--- src/rtl/rr_mux_arbiter.sv ---
// rr_mux_arbiter: round-robin arbiter that shares an 8:1 single-bit mux between eight requesters
//   clk   : system clock, rising edge
//   rst   : asynchronous active-high reset
//   req   : per-requester request, bit k = requester k
//   din   : mux data inputs, din[k] belongs to requester k
//   gnt   : one-hot grant, zero when idle
//   sel   : mux select, always the owner register
//   dout  : registered sample of din[sel]
//   valid : dout holds a fresh sample this cycle
//   busy  : a grant is active
module rr_mux_arbiter #(
    parameter int MAX_HOLD = 4
) (
    input  logic       clk,
    input  logic       rst,
    input  logic [7:0] req,
    input  logic [7:0] din,
    output logic [7:0] gnt,
    output logic [2:0] sel,
    output logic       dout,
    output logic       valid,
    output logic       busy
);
    typedef enum logic {IDLE, BUSY} state_t;
    state_t     state_q;
    logic [2:0] ptr_q, owner_q, win;
    logic [7:0] cnt_q;
    logic       dout_q, valid_q;
    // Scan downward so the first requester in rotated order from ptr_q wins.
    always_comb begin
        win = ptr_q;
        for (int i = 7; i >= 0; i--)
            if (req[ptr_q + 3'(i)]) win = ptr_q + 3'(i);
    end
    always_ff @(posedge clk or posedge rst) begin
        if (rst) begin
            state_q <= IDLE;
            ptr_q   <= '0;
            owner_q <= '0;
            cnt_q   <= '0;
            dout_q  <= 1'b0;
            valid_q <= 1'b0;
        end else if (state_q == IDLE) begin
            valid_q <= 1'b0;
            if (|req) begin
                owner_q <= win;
                cnt_q   <= '0;
                state_q <= BUSY;
            end
        end else if (req[owner_q]) begin
            dout_q  <= din[owner_q];
            valid_q <= 1'b1;
            cnt_q   <= cnt_q + 8'd1;
            if (cnt_q == 8'(MAX_HOLD - 1)) begin
                state_q <= IDLE;
                ptr_q   <= owner_q + 3'd1;
            end
        end else begin
            // Early release: no sample, the owner still drops to lowest priority.
            valid_q <= 1'b0;
            state_q <= IDLE;
            ptr_q   <= owner_q + 3'd1;
        end
    end
    assign busy  = (state_q == BUSY);
    assign gnt   = busy ? (8'd1 << owner_q) : 8'd0;
    assign sel   = owner_q;
    assign dout  = dout_q;
    assign valid = valid_q;
endmodule

--- config.mk ---
export PLATFORM = sky130hd
export DESIGN_NAME = rr_mux_arbiter
export DESIGN_NICKNAME = d
export VERILOG_FILES = /design/src/rtl/rr_mux_arbiter.sv
export SDC_FILE = /design/constraint.sdc
export NUM_CORES = 1
export LEC_CHECK = 0
export ABC_AREA = 1
export BUFFER_PORTS_ARGS = -buffer_cell sky130_fd_sc_hd__buf_2
export CAP_MARGIN = 40
export CORE_MARGIN = 1.5
export CORE_UTILIZATION = 48
export CTS_BUF_LIST = sky130_fd_sc_hd__clkbuf_16
export DETAILED_ROUTE_END_ITERATION = 10
export GPL_TIMING_DRIVEN = 0
export PLACE_DENSITY = 0.73
export SLEW_MARGIN = 15
export SYNTH_ARGS = -nofsm -noshare
export SYNTH_HDL_FRONTEND = slang
export SYNTH_SLANG_ARGS = --single-unit
--- constraint.sdc ---
create_clock -name clk -period 2 [get_ports clk]
set_input_delay 0.2 -clock clk [delete_from_list [all_inputs] [get_ports clk]]
set_output_delay 0.2 -clock clk [all_outputs]
set_load 0.005 [all_outputs]
# After elaboration in Yosys (flattened, before gate mapping)
# Cells that the tools add are included.
# totals
regBits	17
word_cells	75
output_inout_bits	14
# classes
n_mux	40
magnitude_cmp	9
shift	1
bitwise_logic	1
n_reduce_logical	6
add_sub_neg	9
eq_ne	3
# op_table
op	count
3-bit by 4-bit < comparator with 1-bit output (second input constant)	9
8-bit 2-to-1 mux	4
1-bit binary-select mux with 3-bit select	10
3-bit 2-to-1 mux	10
1-bit 2-to-1 mux	16
3-bit adder (second input constant)	4
8-bit by 1-bit adder with 8-bit output (second input constant)	1
8-bit by 2-bit == test with 1-bit output (second input constant)	1
2-bit AND reduction	4
8-bit OR reduction	1
1-bit by 3-bit << shifter with 8-bit output (first input constant)	1
3-bit by 1-bit adder with 3-bit output (second input constant)	2
3-bit by 2-bit adder with 3-bit output (second input constant)	2
2-bit by 1-bit inequality test with 1-bit output (second input constant)	2
2-bit nonzero test	1
1-bit NOT	1

# Depth between registers and ports, before layout
# Gate-level depths: netlist of run 1.
# logic_depth
ltp_word	11
ltp_mapped	19

# Worst setup path after synthesis of run 1
# Ideal clock, no wire load.
# synth_path
path_type	reg-to-reg
from	register ptr_q[1]
to	register owner_q[0], in the netlist sel[0]
setup_ns	0.118
t_required_ns	1.882
n_path_buf	1
path_stages_with_launch	20
synth_period_minus_slack_ns	1.960
arrival_time_ns	1.842
slack_ns	0.040
path_cell_list	dfrtp_1 buf_2 inv_2 ha_1 inv_2 nand3_1 nand2_1 clkinv_1 nand2_1 nand2_1 inv_2 nand2_1 nand2_1 nand2_1 nand2_1 nand2_1 nand2_1 nand2_1 nand3_1 nand2_1
# synth_via
elab_chain_len	11
elab_cells_between_ends	31
classes_between	7 x add/sub; 24 x mux
# synth_rtl
item	line_no	rtl
start: declaration	26	logic [2:0] ptr_q, owner_q, win;
start signal: assignment	56	ptr_q <= owner_q + 3'd1;
start signal: assignment	62	ptr_q <= owner_q + 3'd1;
3-bit adder	33	if (req[ptr_q + 3'(i)]) win = ptr_q + 3'(i);
1-bit binary-select mux with 3-bit select	33	
1-bit 2-to-1 mux (implied by the code)	33	
3-bit 2-to-1 mux (7 in series)	33	
3-bit 2-to-1 mux *	33	
end signal: assignment	46	owner_q <= win;
end: declaration	26	
# Mark *: on every way between the ends. The rest lies on a longest branch, timed or not. The select of a mux whose other input is x is not followed.
# A chain may end at the register's enable or synchronous reset.

# Worst setup path after layout of run 1
# Same ends and word-level chain as after synthesis.

==> results of run 1 <==
-- sequential cells by signal, indices dropped and copies added (netlist names) --
| register | cells |
|---|---|
| busy | 1 |
| cnt_q | 8 |
| dout | 1 |
| ptr_q | 3 |
| sel | 3 |
| valid | 1 |
-- per-layer routing --
metal  GRT usage, %  wire length (um)
met5              0                 0
met1           30.0              1990
met2           38.9              1970
met3           3.11               110
met4           7.90                82
-- logic make-up after synthesis --
| family | count (synthesis) | synth area share, % |
|---|---|---|
| XOR/XNOR | 2 | 1.97 |
| buffers and inverters | 42 | 10.3 |
| flip-flops | 17 | 25.7 |
| AO/OA/AOI/OAI | 35 | 12.4 |
| adder cells (fa/ha/maj) | 9 | 6.81 |
| AND/OR/NAND/NOR | 163 | 42.8 |
-- layout by cell type, fill, tap and decap left out, types with 8 or more instances in the layout --
master | Yosys | routed
nand2_1 | 81 | 75
buf_2 | 1 | 31
inv_1 | 30 | 30
nand3_1 | 36 | 30
nor2_1 | 28 | 28
dfrtp_1 | 17 | 17
buf_4 | 3 | 13
a21oi_1 | 13 | 12
o21ai_0 | 10 | 10
nor3_1 | 8 | 8
nand2_2 | 2 | 8
ha_1 | 9 | 8
-- area by class of cell --
type	instances	area [um2]	area share, %
tap	46	57.6	2.73
clock inverter	1	3.75	0.178
sequential	17	425	20.2
multi-input combinational	209	1120	53.1
timing repair buffer	41	230	10.9
inverter	38	163	7.72
clock buffer	3	75.1	3.56
buffer	4	33.8	1.60
-- cell usage after synthesis, drive strengths merged, types with 4 or more instances --
master  number  area share [%]
a21oi       13             3.9
buf          4             1.7
dfrtp       17              26
ha           9             6.8
inv         37             8.4
nand2       85              20
nand3       37              11
nor2        30             7.1
nor3         8             2.4
o21ai       14             4.5
-- worst max-delay path by stage --
stage                     slack [ns]  startpoint     end  cells past startpoint
after floorplan                 0.04    ptr_q[1]  sel[0]                     19
after global placement         -0.30    ptr_q[1]  sel[0]                     19
after detailed placement       -0.33    ptr_q[1]  sel[0]                     19
after CTS                       0.03    ptr_q[0]  sel[0]                     16
after global routing           -0.11    ptr_q[1]  sel[0]                     16
final                           0.05    ptr_q[1]  sel[0]                     16
-- per-stage QoR --
stage	total power [mW]	cell area, um2
CTS	3.89	1980
floorplan	2.77	1650
detailed placement	3.37	1870
finish	4.31	2110
global route	4.80	2110
global placement	3.36	1870
-- critical path, stage by stage (launching register included) --
cell and delay (ns):
dfrtp_1 0.35, buf_6 0.13, clkinv_8 0.06, ha_4 0.31, nand3_1 0.15, nand3_2 0.14
nand2_2 0.06, nand2_1 0.08, nand2_2 0.04, nand2_1 0.05, nand2_1 0.04, nand2_1 0.07
nand2_2 0.07, nand2_1 0.07, nand2_1 0.07, nand3_2 0.06, nand2_1 0.05
-- power by group through the flow --
| stage | clock (mW) | combinational, mW | sequential [mW] |
|---|---|---|---|
| floorplan | 0 | 2.18 | 0.584 |
| finish | 0.391 | 3.30 | 0.617 |
| global route | 0.411 | 3.76 | 0.633 |
| CTS | 0.399 | 2.88 | 0.610 |
| detailed placement | 0 | 2.76 | 0.612 |
| global placement | 0 | 2.74 | 0.613 |
-- what timing repair did --
item,CTS,global route
setup buffers,1,9
pin swaps,0,10
gates resized for setup,9,17
setup endpoints to repair,3,5
hold endpoints to repair,0,0
==> key figures, run 1 <==
Timing
  – Pins Over Slew Limit: 0
  – Max Clk Rate: a little over 0.5 GHz
  – RSZ-0062 raised after global routing: true
  – Relative slew margins: approximately 59%
  – Setup Skew: ~0.0016 ns
  – WHS: a little over 0.02 ns
  – Tmin final: about 2 ns
  – Setup total negative slack: 0 ns
  – Final hold violations: 0
  – Tcrit/Tclk final: between 90% and 100%
  – Fin worst setup slack: about 0.054 ns
  – Final setup vio count: 0
  – Worst-Margin Slew: slightly above 0.6 ns

Power and ir drop
  – Clock share of power: a little under a tenth
  – Int Power: between 2 and 2.5 mW
  – Psw: about 2.3 mW
  – LEAKAGE: between 1 and 1.5 nW
  – PwrDens: ~2000 nW/um2
  – Sequential share of power: about 14%
  – Sw frac: ~53%
  – Comb pwr share: 76.6%
  – Worst vdd ir: about 1.2 mV

GRT
  – GRT Util Overall: 22.9%
  – Vias in the first global route: ~1600
  – Initial antenna violation count: 0
  – Largest net degree at the start of global routing: 18
  – GRT Residual Overflow: 0
  – First-pass GRT wire length: roughly 6.6 mm

Logic synthesis
  – Synthesized area: roughly 1700 um2
  – Number of distinct library cells after synthesis: 29
  – Post-synth EDFFs: 0
  – Post-Syn Instances: approximately 270
  – Post-synthesis async set-or-reset flop share: between 90% and 100%
  – Post-Syn Nets: just under 300
  – #FFs+latches synth: 17
  – Synth warn: 0
  – Synth Flop Type: dfrtp_1
  – Register area share after synthesis: 25.7%
  – Syn avg cell area: between 6 and 7 um2

Clock network
  – CTS Buf Count: 3
  – Max clock buf depth: 2
  – CTS tree: built
  – Clk pin slew, worst setup/hold paths: about 0.05 ns
  – Clock sink count: 17
  – Root Buffer Master: clkbuf_16
  – CTS H-tree depth: 1
  – Post-CTS Hold Fix Bufs: 0
  – Clock latency on the worst-skew pair: 0.25 ns

Place
  – Port Buffers: 31
  – Placed Cells: 345
  – Post-DP HPWL: a little over 3 mm
  – Pre-CTS setup slack: -0.335 ns
  – Final Wtd Congestion: approximately 0.86

Worst setup path
  – Max FO, Critical Path: 7
  – Flop-to-flop setup slack: approximately 0.054 ns
  – Critical Path Start Type: flop
  – CP Data Arrival Time: around 2.1 ns
  – RR Endpoint: sel[0]
  – Kind of critical path: flop to flop
  – Reg-to-reg startpoint: ptr_q[1]
  – CP Capture Type: flop
  – R2R depth: 16
  – CP required: ~2.1 ns

Die
  – Die Span X: roughly 60 um
  – CORE AREA: approximately 3300 um2
  – DIE HEIGHT: 61.7 um
  – Initial Util: between 40% and 50%
  – Rows: 21
  – Die area: approximately 3800 um2
  – Top-Level Pins: 32

Drt
  – Antenna-violating nets left: 0
  – Drc violations: 0
  – Via density: just over 5
  – DR vias: 1812
  – Pre-antenna DRT Iters: 4
  – Post-Route WL: between 4 and 5 mm
  – WL per Instance: 11.6 um
  – DRT iter0 DRCs: slightly below 200

Cells and area
  – Layout area overhead: 27.5%
  – Core Util, Final: 63.7%
  – Nets: between 300 and 400
  – Share of layout cells above drive strength 1: between 20% and 30%
  – Final non-filler cell total: 359
  – Fill cells: around 350
  – Inserted Diodes: 0

Job
  – Total of max-cap violations: 0

Hold path
  – Hold WC Path Type: input pin to async pin

Outcome
  – Outcome: finished clean
(Power assumes the default switching activity.)
==> inputs of run 2 (changes only) <==
--- a/config.mk
+++ b/config.mk
@@ -9,11 +9,12 @@
 export BUFFER_PORTS_ARGS = -buffer_cell sky130_fd_sc_hd__buf_2
 export CAP_MARGIN = 40
 export CORE_MARGIN = 1.5
-export CORE_UTILIZATION = 48
+export CORE_UTILIZATION = 50
 export CTS_BUF_LIST = sky130_fd_sc_hd__clkbuf_16
 export DETAILED_ROUTE_END_ITERATION = 10
 export GPL_TIMING_DRIVEN = 0
-export PLACE_DENSITY = 0.73
+export PLACE_DENSITY = 0.75
+export RECOVER_POWER = 100
 export SLEW_MARGIN = 15
 export SYNTH_ARGS = -nofsm -noshare
 export SYNTH_HDL_FRONTEND = slang
==> key figures, run 2 (synthesis results as in run 1) <==
Outcome
  – Outcome: finished clean

Drt
  – Via density: roughly 5.2
  – WL met2: 2.25 mm
  – Antenna-violating nets left: 0
  – Post-Route WL: between 4 and 5 mm
  – Pre-antenna DRT Iters: 5
  – DRT iter0 DRCs: around 110
  – DR vias: ~1900
  – Met1 Wirelength: 1.90 mm
  – Top sig layer: met4
  – Met3 wire length: 84 um
  – Drc violations: 0
  – WL per Instance: 12.0 um

Cells and area
  – Most common cell after layout, fill and taps aside: nand2_1
  – Max FFs per register: 8
  – Layout area overhead: 27.2%
  – Largest Register: cnt_q
  – Nets: ~340
  – Final non-filler cell area: about 2100 um2
  – Commonest cells after routing, fill and taps aside: 77 x nand2_1, 29 x inv_1, 29 x nand3_1
  – Share of layout cells above drive strength 1: 25.9%
  – Inserted Diodes: 0

Timing
  – Final setup vio count: 0
  – RSZ-0062 raised after global routing: true
  – Tcrit/Tclk final: between 90% and 100%
  – Worst-Margin Slew: 0.614 ns
  – Pins Over Slew Limit: 0
  – Fin worst setup slack: 0.0558 ns
  – Tmin final: roughly 1.9 ns
  – Max Clk Rate: between 0.5 and 0.6 GHz
  – Setup Skew: roughly 0.0011 ns
  – Final hold violations: 0
  – Relative slew margins: roughly three fifths

Power and ir drop
  – Worst vdd ir: ~1.0 mV
  – Comb pwr share: about three quarters
  – Sw frac: 53.1%
  – Int Power: roughly 2.0 mW
  – LEAKAGE: ~1.1 nW
  – PwrDens: about 2000 nW/um2
  – Clock share of power: between 9 and 10%
  – Psw: ~2.3 mW
  – Sequential share of power: ~14%

Worst setup path
  – Max FO, Critical Path: 8
  – CP required: about 2.1 ns
  – Critical Path Start Type: flop
  – CP startpoint: ptr_q[1]
  – R2R depth: 16
  – CP Capture Type: flop
  – Kind of critical path: flop to flop
  – Flop-to-flop setup slack: between 0.05 and 0.06 ns
  – RR Endpoint: sel[0]
  – CP Data Arrival Time: around 2.1 ns
  – Reg-to-reg startpoint: ptr_q[1]

Clock network
  – Root Buffer Master: clkbuf_16
  – Post-CTS Hold Fix Bufs: 0
  – CTS H-tree depth: 1
  – CTS Buf Count: 3
  – CTS tree: built
  – Clock latency on the worst-skew pair: 0.25 ns
  – Clock sink count: 17
  – Clk pin slew, worst setup/hold paths: around 0.050 ns
  – Max clock buf depth: 2

GRT
  – Vias in the first global route: ~1600
  – Initial antenna violation count: 0
  – First-pass GRT wire length: 6.69 mm
  – GRT Util Overall: between 20% and 30%
  – Largest net degree at the start of global routing: 18
  – GRT Residual Overflow: 0

Place
  – Post-DP HPWL: 3.11 mm
  – Pre-CTS setup slack: -0.354 ns
  – Final Wtd Congestion: slightly below 0.9
  – Port Buffers: 31
  – DP Area: approximately 1900 um2

Die
  – Rows: 20
  – Die Span X: 60.5 um
  – Die area: about 3700 um2
  – DIE HEIGHT: a little over 60 um
  – CORE AREA: between 3000 and 4000 um2
  – Initial Util: a little over half
  – Top-Level Pins: 32

Hold path
  – Hold WC Path Type: input pin to async pin

Job
  – Total of max-cap violations: 0
-- run 2: changes by cell type in the layout (fill, tap and decap cells not counted), moves of 2 or more --
cell	change
clkbuf_1	+2
buf_2	-6
clkbuf_2	+4
nand2_1	+2
nand2_2	-2
-- run 2: worst max-delay path by stage --
stage,to,slack [ns]
after floorplan,sel[0],0.04
after global placement,sel[0],-0.36
after detailed placement,sel[0],-0.35
after CTS,sel[0],0.02
after global routing,sel[0],-0.08
final,sel[0],0.06
-- run 2: power by group through the flow --
stage / combinational [mW] / clock [mW] / sequential (mW)
3_5_place_dp: 2.77 / 0 / 0.616
6_report: 3.27 / 0.394 / 0.623
5_1_grt: 3.68 / 0.413 / 0.638
3_3_place_gp: 2.75 / 0 / 0.610
2_1_floorplan: 2.18 / 0 / 0.584
4_1_cts: 2.90 / 0.399 / 0.613
-- run 2: critical path, stage by stage (launching register included) --
cell,delay (ns)
dfrtp_1,0.37
buf_6,0.13
clkinv_8,0.06
ha_4,0.32
inv_6,0.06
nand3_2,0.10
nand3_2,0.10
nand2_1,0.11
nand2_1,0.06
nand2_1,0.05
nand2_1,0.05
nand2_1,0.05
nand2_1,0.06
nand2_2,0.09
nand3_1,0.07
nand3_1,0.09
nand2_1,0.06
-- run 2: layer usage --
layer  vias up  GRT usage [%]
li1        957              -
met1       870           30.6
met2        24           45.3
met3         5           1.28
met4         0           7.45
met5         -              0
-- run 2: final cells by class --
cell class / instances / area, um2
Sequential cell: 17 / 425
Clock buffer: 3 / 75.1
Buffer: 4 / 33.8
Tap cell: 44 / 55.1
Multi-Input combinational cell: 209 / 1120
Clock inverter: 1 / 5.00
Inverter: 38 / 165
Fill cell: 311 / 1000
Timing Repair Buffer: 41 / 228
-- run 2: timing repair --
action	CTS	global route
setup endpoints to repair	3	5
cloned	0	0
setup buffers	1	9
pin swaps	0	5
gates resized for setup	9	18
-- run 2: per-stage QoR --
step	util, %	total power, mW	TNS (ns)	hold slack [ns]	cells
after floorplan	-	2.77	0	0.126	268
after global placement	60.1	3.36	-0.864	0.304	343
after detailed placement	60.1	3.39	-0.853	0.306	343
after CTS	63.9	3.92	0	0.0484	348
after global routing	67.8	4.73	-0.137	0.0987	357
final	67.8	4.29	0	0.0189	357
==> inputs of run 3 (changes only) <==
--- a/config.mk
+++ b/config.mk
@@ -5,15 +5,14 @@
 export SDC_FILE = /design/constraint.sdc
 export NUM_CORES = 1
 export LEC_CHECK = 0
-export ABC_AREA = 1
 export BUFFER_PORTS_ARGS = -buffer_cell sky130_fd_sc_hd__buf_2
-export CAP_MARGIN = 40
+export CAP_MARGIN = 20
 export CORE_MARGIN = 1.5
-export CORE_UTILIZATION = 50
+export CORE_UTILIZATION = 51
 export CTS_BUF_LIST = sky130_fd_sc_hd__clkbuf_16
 export DETAILED_ROUTE_END_ITERATION = 10
 export GPL_TIMING_DRIVEN = 0
-export PLACE_DENSITY = 0.75
+export PLACE_DENSITY = 0.76
 export RECOVER_POWER = 100
 export SLEW_MARGIN = 15
 export SYNTH_ARGS = -nofsm -noshare
==> key figures, run 3 <==
Cells and area
  – Largest Register: cnt_q
  – Commonest cells after routing, fill and taps aside: 27 x buf_2, 22 x nand2_1, 17 x dfrtp_1
  – Max FFs per register: 8
  – Share of layout cells above drive strength 1: 33.0%
  – Layout area overhead: 25.4%
  – Most common cell after layout, fill and taps aside: buf_2
  – Inserted Diodes: 0
  – Final non-filler cell total: ~280
  – Nets: 258

Die
  – Top-Level Pins: 32
  – Initial Util: a little over half
  – Die area: 3920 um2
  – CORE AREA: 3360 um2
  – Die Span X: roughly 63 um
  – Rows: 21
  – DIE HEIGHT: 62.6 um

Clock network
  – Clock sink count: 17
  – CTS Buf Count: 3
  – Clock latency on the worst-skew pair: between 0.2 and 0.3 ns
  – CTS tree: built
  – CTS H-tree depth: 1
  – Max clock buf depth: 2
  – Root Buffer Master: clkbuf_16
  – Clk pin slew, worst setup/hold paths: 0.05 ns

Timing
  – Pins Over Slew Limit: 0
  – Final hold violations: 0
  – Max Clk Rate: roughly 0.43 GHz
  – Fin worst setup slack: -0.326 ns
  – Final setup vio count: 14
  – Tcrit/Tclk final: 116%
  – Worst-Margin Slew: around 0.64 ns
  – Relative slew margins: between 50 and 60%
  – Setup Skew: approximately 0.0034 ns
  – Tmin final: 2.33 ns
  – RSZ-0062 raised after global routing: true

Worst setup path
  – Critical Path Start Type: flop
  – Kind of critical path: flop to flop
  – CP Data Arrival Time: 2.50 ns
  – CP Capture Type: flop
  – Max FO, Critical Path: 6
  – CP required: between 2 and 2.5 ns

GRT
  – GRT Util Overall: between 20% and 30%
  – GR met3 Demand/Resource: between 3 and 4%
  – Initial antenna violation count: 0
  – First-pass GRT wire length: roughly 7.5 mm
  – GRT Residual Overflow: 0
  – GRT Max-Usage Layer: met2
  – Largest net degree at the start of global routing: 18
  – Vias in the first global route: 1559
  – Met2 Use GR: about 41%
  – Met1 usage: between 30% and 40%

Power and ir drop
  – Worst vdd ir: a little over 0.8 mV
  – Final Power: approximately 3.9 mW
  – PwrDens: between 1500 and 2000 nW/um2
  – LEAKAGE: approximately 1.0 nW

Logic synthesis
  – Count leader, synth: nand2_1
  – Post-Syn Nets: ~220
  – #FFs+latches synth: 17
  – Post-synthesis async set-or-reset flop share: 100%
  – Synth warn: 0
  – Post-synth EDFFs: 0
  – Register area share after synthesis: 23.5%
  – Top cell type by total area after synthesis: dfrtp_1
  – Syn avg cell area: ~9.6 um2
  – Synth Flop Type: dfrtp_1
  – Post-Syn Instances: 188
  – Number of distinct library cells after synthesis: 40
  – Synthesized area: between 1500 and 2000 um2
  – Post-synth top area share: a little under a quarter
  – Area contributors post-synth: dfrtp_1 23%, mux4_2 12%, mux2i_1 6.6%, ha_1 6.2%, mux4_1 5.8%
  – Most instantiated cells after synthesis: 22 x nand2_1, 17 x dfrtp_1, 15 x nor2_1

Job
  – Total of max-cap violations: 0

Place
  – Final Wtd Congestion: around 0.9
  – Post-DP HPWL: 3.29 mm
  – Placed Cells: 265
  – Port Buffers: 31

Drt
  – Post-Route WL: 4.52 mm
  – DR vias: 1662
  – Via density: about 6
  – DRT iter0 DRCs: 85
  – WL per Instance: roughly 16 um
  – Pre-antenna DRT Iters: 4
  – Antenna-violating nets left: 0
  – Drc violations: 0

Hold path
  – Hold WC Path Type: input pin to async pin

Outcome
  – Outcome: finished with violations
  – Failing checks: negative setup slack
run 3: layout make-up:
cell class	count	area (um2)
Multi-Input combinational cell	151	1340
Fill cell	303	1090
Sequential cell	17	425
Timing Repair Buffer	39	225
Buffer	8	81.3
Clock buffer	3	75.1
Tap cell	46	57.6
Inverter	11	56.3
Clock inverter	1	7.51
run 3: critical path, cell delays in order, from the launching register on:
cell	delay, ns
dfrtp_1	0.38
buf_6	0.13
buf_8	0.10
inv_4	0.03
ha_4	0.29
mux4_2	0.54
o211ai_1	0.20
a21boi_1	0.11
or3_1	0.31
a31oi_1	0.17
run 3: stage by stage:
step	util [%]	hold WS, ns	setup slack [ns]	instance area (um2)	setup TNS [ns]
after floorplan	-	0.126	-0.377	1840	-0.887
after global placement	60.9	0.321	-0.609	2050	-2.08
after detailed placement	60.9	0.315	-0.634	2050	-2.49
after CTS	66.7	0.0463	-0.315	2240	-1.40
after global routing	67.6	0.104	-0.467	2270	-4.50
final	67.6	0.0194	-0.326	2270	-2.38
run 3: where the power goes:
| part | total (mW) | switching (mW) | internal [mW] |
|---|---|---|---|
| clock | 0.420 | 0.150 | 0.270 |
| combinational | 2.88 | 1.47 | 1.41 |
| sequential | 0.561 | 0.105 | 0.456 |
| total | 3.86 | 1.72 | 2.13 |
run 3: final timing paths:
path	start	endpoint	slack, ns	depth (start not counted)
worst max-delay path	ptr_q[0]	sel[0]	-0.33	9
worst min-delay path	rst	sel[0]	0.02	2
worst max register to register	ptr_q[0]	sel[0]	-0.33	9
worst min register to register	cnt_q[0]	cnt_q[0]	0.51	1
max in group asynchronous	rst	ptr_q[0]	1.56	2
min in group clk	req[6]	busy	0.49	5
run 3: layer usage:
metal	routed length (um)	vias up	share of wire [%]
met5	0	-	0
met4	42	0	0.93
met1	1980	831	44
li1	-	790	-
met3	142	7	3.1
met2	2360	34	52
run 3: repair_timing:
action,in CTS,in global routing
resized for setup,18,6
pin swaps,9,3
hold buffers,0,0
cloned,0,0
setup endpoints to repair,11,15
buffers inserted,8,0
run 3: logic make-up (layout without fill, tap and decap cells):
group	after synthesis	count (layout)	synth area share, %
AOI/OAI and AO/OA	34	34	12.3
and+or+nand+nor	67	67	18.0
buffers and inverters	20	62	6.77
muxes	33	33	29.4
DFF	17	17	23.5
adders and majority gates	9	9	6.22
xor gates and xnor gates	8	8	3.87
